===== src/rtl/cache_refill_arbiter.sv =====
// cache_refill_arbiter
//
// Merges ICache and DCache line-refill reads onto one AXI read channel.
// A whole line (AXI_DATA_WIDTH bits) moves in a single beat and only one
// transaction is outstanding at a time. Ties between the two caches are
// broken round-robin, or with DCache priority when the build defines
// CACHE_REFILL_DCACHE_PRIORITY_EN.
//
// Ports
//   clk, rst_n                     clock, asynchronous active-low reset
//   icache_req_* / dcache_req_*    refill request (valid/ready/addr)
//   icache_r* / dcache_r*          one-cycle response pulse with line data and error
//   axi_ar*                        AXI read-address channel (master side)
//   axi_r*                         AXI read-data channel (master side)
module cache_refill_arbiter #(
    parameter int ADDR_WIDTH     = 32,
    parameter int AXI_DATA_WIDTH = 128,
    parameter int AXI_ID_WIDTH   = 4
) (
    input  logic                      clk,
    input  logic                      rst_n,
    input  logic                      icache_req_valid,
    output logic                      icache_req_ready,
    input  logic [ADDR_WIDTH-1:0]     icache_req_addr,
    input  logic                      dcache_req_valid,
    output logic                      dcache_req_ready,
    input  logic [ADDR_WIDTH-1:0]     dcache_req_addr,
    output logic                      icache_rvalid,
    output logic [AXI_DATA_WIDTH-1:0] icache_rdata,
    output logic                      icache_rerr,
    output logic                      dcache_rvalid,
    output logic [AXI_DATA_WIDTH-1:0] dcache_rdata,
    output logic                      dcache_rerr,
    output logic                      axi_arvalid,
    input  logic                      axi_arready,
    output logic [ADDR_WIDTH-1:0]     axi_araddr,
    output logic [AXI_ID_WIDTH-1:0]   axi_arid,
    output logic [7:0]                axi_arlen,
    output logic [2:0]                axi_arsize,
    output logic [1:0]                axi_arburst,
    input  logic                      axi_rvalid,
    output logic                      axi_rready,
    input  logic [AXI_DATA_WIDTH-1:0] axi_rdata,
    input  logic [AXI_ID_WIDTH-1:0]   axi_rid,
    input  logic [1:0]                axi_rresp,
    input  logic                      axi_rlast
);

    typedef enum logic [1:0] {IDLE, AR, R, RESP} state_t;

    state_t                    state;
    state_t                    state_next;
    logic                      owner;        // 0 = ICache, 1 = DCache
    logic [ADDR_WIDTH-5:0]     line_addr;    // line index, offset bits dropped
    logic [AXI_DATA_WIDTH-1:0] rdata_q;
    logic                      rerr_q;
    logic                      grant_dcache;
    logic                      accept;
    logic                      beat_match;
    logic [AXI_ID_WIDTH-1:0]   owner_id;
`ifndef CACHE_REFILL_DCACHE_PRIORITY_EN
    logic                      last_owner;
`endif

    // Single beat of a full line: length 0, 16-byte size, INCR.
    assign axi_arlen   = 8'd0;
    assign axi_arsize  = 3'b100;
    assign axi_arburst = 2'b01;

    // rlast is implied by arlen = 0; address offset bits are never used.
    logic unused_ok;
    assign unused_ok = &{1'b0, axi_rlast, icache_req_addr[3:0], dcache_req_addr[3:0]};

    // Winner selection. A lone requester always wins; a tie goes to the
    // cache that was not served last (or always to DCache in priority mode).
    always_comb begin
`ifdef CACHE_REFILL_DCACHE_PRIORITY_EN
        grant_dcache = dcache_req_valid;
`else
        grant_dcache = dcache_req_valid && (!icache_req_valid || !last_owner);
`endif
    end

    assign accept           = (state == IDLE) && (icache_req_valid || dcache_req_valid);
    assign icache_req_ready = (state == IDLE) && icache_req_valid && !grant_dcache;
    assign dcache_req_ready = (state == IDLE) && grant_dcache;

    assign owner_id   = {{(AXI_ID_WIDTH-1){1'b0}}, owner};
    assign beat_match = axi_rvalid && (axi_rid == owner_id);

    always_ff @(posedge clk or negedge rst_n) begin
        if (!rst_n) begin
            state <= IDLE;
            owner <= 1'b0;
`ifndef CACHE_REFILL_DCACHE_PRIORITY_EN
            last_owner <= 1'b1;
`endif
        end else begin
            state <= state_next;
            if (accept) begin
                owner <= grant_dcache;
`ifndef CACHE_REFILL_DCACHE_PRIORITY_EN
                last_owner <= grant_dcache;
`endif
            end
        end
    end

    // Datapath registers need no reset: every output they feed is gated
    // by the FSM state, so they are invisible until written.
    always_ff @(posedge clk) begin
        if (accept) begin
            line_addr <= grant_dcache ? dcache_req_addr[ADDR_WIDTH-1:4]
                                      : icache_req_addr[ADDR_WIDTH-1:4];
        end
        if ((state == R) && beat_match) begin
            rdata_q <= axi_rdata;
            rerr_q  <= (axi_rresp != 2'b00);
        end
    end

    always_comb begin
        state_next    = state;
        axi_arvalid   = 1'b0;
        axi_araddr    = '0;
        axi_arid      = '0;
        axi_rready    = 1'b0;
        icache_rvalid = 1'b0;
        icache_rdata  = '0;
        icache_rerr   = 1'b0;
        dcache_rvalid = 1'b0;
        dcache_rdata  = '0;
        dcache_rerr   = 1'b0;
        case (state)
            IDLE: begin
                if (accept) state_next = AR;
            end
            AR: begin
                axi_arvalid = 1'b1;
                axi_araddr  = {line_addr, 4'b0000};
                axi_arid    = owner_id;
                if (axi_arready) state_next = R;
            end
            R: begin
                // Beats carrying another ID are accepted and dropped.
                axi_rready = 1'b1;
                if (beat_match) state_next = RESP;
            end
            RESP: begin
                if (owner) begin
                    dcache_rvalid = 1'b1;
                    dcache_rdata  = rdata_q;
                    dcache_rerr   = rerr_q;
                end else begin
                    icache_rvalid = 1'b1;
                    icache_rdata  = rdata_q;
                    icache_rerr   = rerr_q;
                end
                state_next = IDLE;
            end
            default: state_next = IDLE;
        endcase
    end

endmodule


===== config.mk =====
export PLATFORM = sky130hd
export DESIGN_NAME = cache_refill_arbiter
export DESIGN_NICKNAME = d
export VERILOG_FILES = /design/src/rtl/cache_refill_arbiter.sv
export SDC_FILE = /design/constraint.sdc
export NUM_CORES = 1
export LEC_CHECK = 0
export CAP_MARGIN = 20
export CORE_AREA = 2 2 201 203
export CTS_BUF_LIST = sky130_fd_sc_hd__clkbuf_2
export CTS_CLUSTER_DIAMETER = 200
export DETAILED_ROUTE_END_ITERATION = 8
export DIE_AREA = 0 0 203 205
export HOLD_SLACK_MARGIN = 0.02
export PLACE_DENSITY = 0.57
export SETUP_SLACK_MARGIN = 0.4
export SLEW_MARGIN = 10
export SYNTH_ARGS = -nofsm -noshare
export SYNTH_HDL_FRONTEND = slang
export SYNTH_SLANG_ARGS = --single-unit
export TNS_END_PERCENT = 100

===== constraint.sdc =====
create_clock -name clk -period 5.1 [get_ports clk]
set_clock_uncertainty 0.05 [all_clocks]
set_input_delay 0.765 -clock clk [delete_from_list [all_inputs] [get_ports clk]]
set_output_delay 0.765 -clock clk [all_outputs]
set_load 0.02 [all_outputs]

==> flow_metrics.tcl <==
set metrics [dict create \
    status "finished, final reports clean" \
    drtPass1Iterations 4 \
    dieArea_um2 41600 \
    ys_seq_area_frac 0.637 \
    drv_slew 0 \
    syn_avg_cell_area_um2 13.0 \
    grt_max_degree 85 \
    die_height_um 205 \
    gp_congestion 0.863 \
    wl_per_cell_um 17.6 \
    cts_tree "done" \
    detail-route-antenna-nets 0 \
    area_growth_pct 74.6 \
    grt_pass1_wl_um 39700 \
    layout-drive-gt1-share 0.0737 \
    synth_most_common_cell "and2_1" \
    ys_types 32 \
    synth_top_area_frac 0.623 \
    dp_hpwl_um 20400 \
    netlist_instances 581 \
    cts_setup_buffers 0 \
    finalWirelength_um 27800 \
    rsz0062_at_grt "false" \
    root_buffer "clkbuf_2" \
    clock_path_buffers 2 \
    cpMaxStageDelayCell "clkdlybuf4s50_1" \
    cts_made_buffers 17 \
    relSlewSlack 0.390 \
    fmax_mhz 230 \
    clk_pin_slew_worst_paths_ns 0.27 \
    grtUsageMet3 0.0554 \
    p_per_area_nw_per_um2 378 \
    max_cap_violations 0 \
    htree_levels 4 \
    required_ns 4.28 \
    report.final.hold_viol_count 0 \
    clock_latency_ns 0.83 \
    synth_warnings 0 \
    cp.arrival_ns 3.54 \
    grt.busiest_layer "met2" \
    setup_viol 0 \
    yosysTopAreaCell "edfxtp_1" \
    setup-tns-final_ns 0 \
    io_buffer_count 488 \
    worst_pin_slew_ns 0.915 \
    post-route-drc-count 0 \
    io_pins 518 \
    min_path_type "in -> reg" \
    die_x_um 203 \
    via_count 6280 \
    synth.top_cells.by_area "edfxtp_1 62%, and2_1 13%, and3_1 11%" \
    synth_top_flop_cell "edfxtp_1" \
    grt_use_met2 0.219 \
    finalCriticalPeriod_ns 4.35 \
    antenna_found_initial 4 \
    final_nets 1256 \
    vdd.ir_drop.worst_mv 0.198 \
    synth_common_cells "159 x and2_1, 157 x edfxtp_1, 130 x and3_1" \
    track_usage 0.129 \
    first_global_vias 6286 \
    critical_path_class "reg -> out" \
    num-fill-cells 3929 \
    rows 73 \
    async_reset_ff_frac 0.0248 \
    clkSinkCount 161 \
    cp-end-kind "output pin" \
    synth_enable_flop_cells 157 \
    cp-start-kind "flop" \
    ys_ff_latch 161 \
    power_leakage_nw 4.96 \
    initial_core_util 0.192 \
    worstPathMaxFanout 71 \
    crit_path_cell_trace "ha_4, buf_4, and3_1, clkdlybuf4s50_1" \
    critPathMaxStageDelay_ns 0.65 \
    via_per_inst 3.96 \
    use_met1 0.141 \
    period_share 0.854 \
    syn_area_um2 7560 \
    drt_iter0_markers 260 \
    core_area_um2 39400 \
    grt_overflow 0 \
    final_util 0.336 \
]
cell families (layout without fill, tap and decap cells):
family,count (synthesis),after routing,share of synthesized area
xor+xnor,1,1,0.00116
other cells,2,23,0.000993
mux,28,28,0.0417
simple gates,301,301,0.251
fa+ha+maj,5,5,0.00827
buf+inv,72,531,0.0495
compound gates,11,11,0.0112
flops,161,161,0.637
layout make-up:
class	instances	area (um2)	share of cell area
Multi-Input combinational cell	366	2460	0.187
Inverter	3	11.3	0.000853
Timing Repair Buffer	497	4970	0.376
Antenna cell	3	7.51	0.000568
Tap cell	525	657	0.0497
Clock buffer	19	95.1	0.00720
Clock inverter	12	183	0.0138
Sequential cell	161	4820	0.365
critical path: cells and delay by family, from the launching register on:
family / cells / cell delay (ns)
flip-flops: 1 / 0.51
AND/OR/NAND/NOR: 1 / 0.33
adder cells (fa/ha/maj): 1 / 0.52
buffers and inverters: 2 / 1.29
power breakdown:
part	switching, mW	leakage, nW	total, mW	internal [mW]
clock network	0.514	0.159	0.842	0.328
logic	1.33	3.34	2.48	1.14
registers	0.0955	1.47	1.68	1.58
placed cells by master, fill, tap and decap left out, types with 2 or more instances in the layout:
cell type,n
clkdlybuf4s50_1,488
and2_1,159
edfxtp_1,157
and3_1,129
mux2_2,28
conb_1,20
clkbuf_2,19
buf_4,6
ha_1,4
bufinv_16,4
diode_2,3
inv_1,3
inv_6,3
and3_4,2
nand2_1,2
nor2_1,2
a21oi_1,2
a21o_1,2
clkinv_4,2
clkinvlp_4,2
dfrtp_1,2
routing by layer:
| metal | vias up | share of wire |
|---|---|---|
| li1 | 2938 | - |
| met1 | 2967 | 0.38 |
| met2 | 315 | 0.49 |
| met3 | 56 | 0.094 |
| met4 | 4 | 0.031 |
| met5 | - | 0.00097 |
stage by stage:
stage / area [um2] / power (mW) / cells / hold WS [ns] / setup WS, ns
global placement: 12900 / 4.20 / 1551 / 0.470 / 1.55
detailed placement: 12900 / 4.23 / 1551 / 0.479 / 1.52
global route: 13200 / 5.29 / 1586 / 0.209 / 0.414
floorplan: 7630 / 2.97 / 599 / 0.419 / 1.88
finish: 13200 / 4.99 / 1586 / 0.394 / 0.747
CTS: 13200 / 5.11 / 1583 / 0.218 / 0.416
what timing repair did:
action | CTS | global route
resized for setup | 0 | 1
setup endpoints to repair | 0 | 82
hold buffers | 1 | 0
hold endpoints to repair | 3 | 0
registers in the layout, indices dropped and copies added (netlist names):
signal,cells
line_addr,28
rerr_q,1
state,2
owner,1
last_owner,1
rdata_q,128
final timing paths:
path,endpoint,slack (ns),from,cells past startpoint
min in group asynchronous,state[1],0.60,rst_n,2
max in group asynchronous,last_owner,4.10,rst_n,2
worst max-delay path,dcache_rdata[113],0.75,state[0],4
worst max register to register,rdata_q[71],2.22,owner,4
worst min register to register,last_owner,0.51,last_owner,2
worst min-delay path,rdata_q[4],0.39,axi_rdata[4],1
Power figures use the tool's default switching activity.
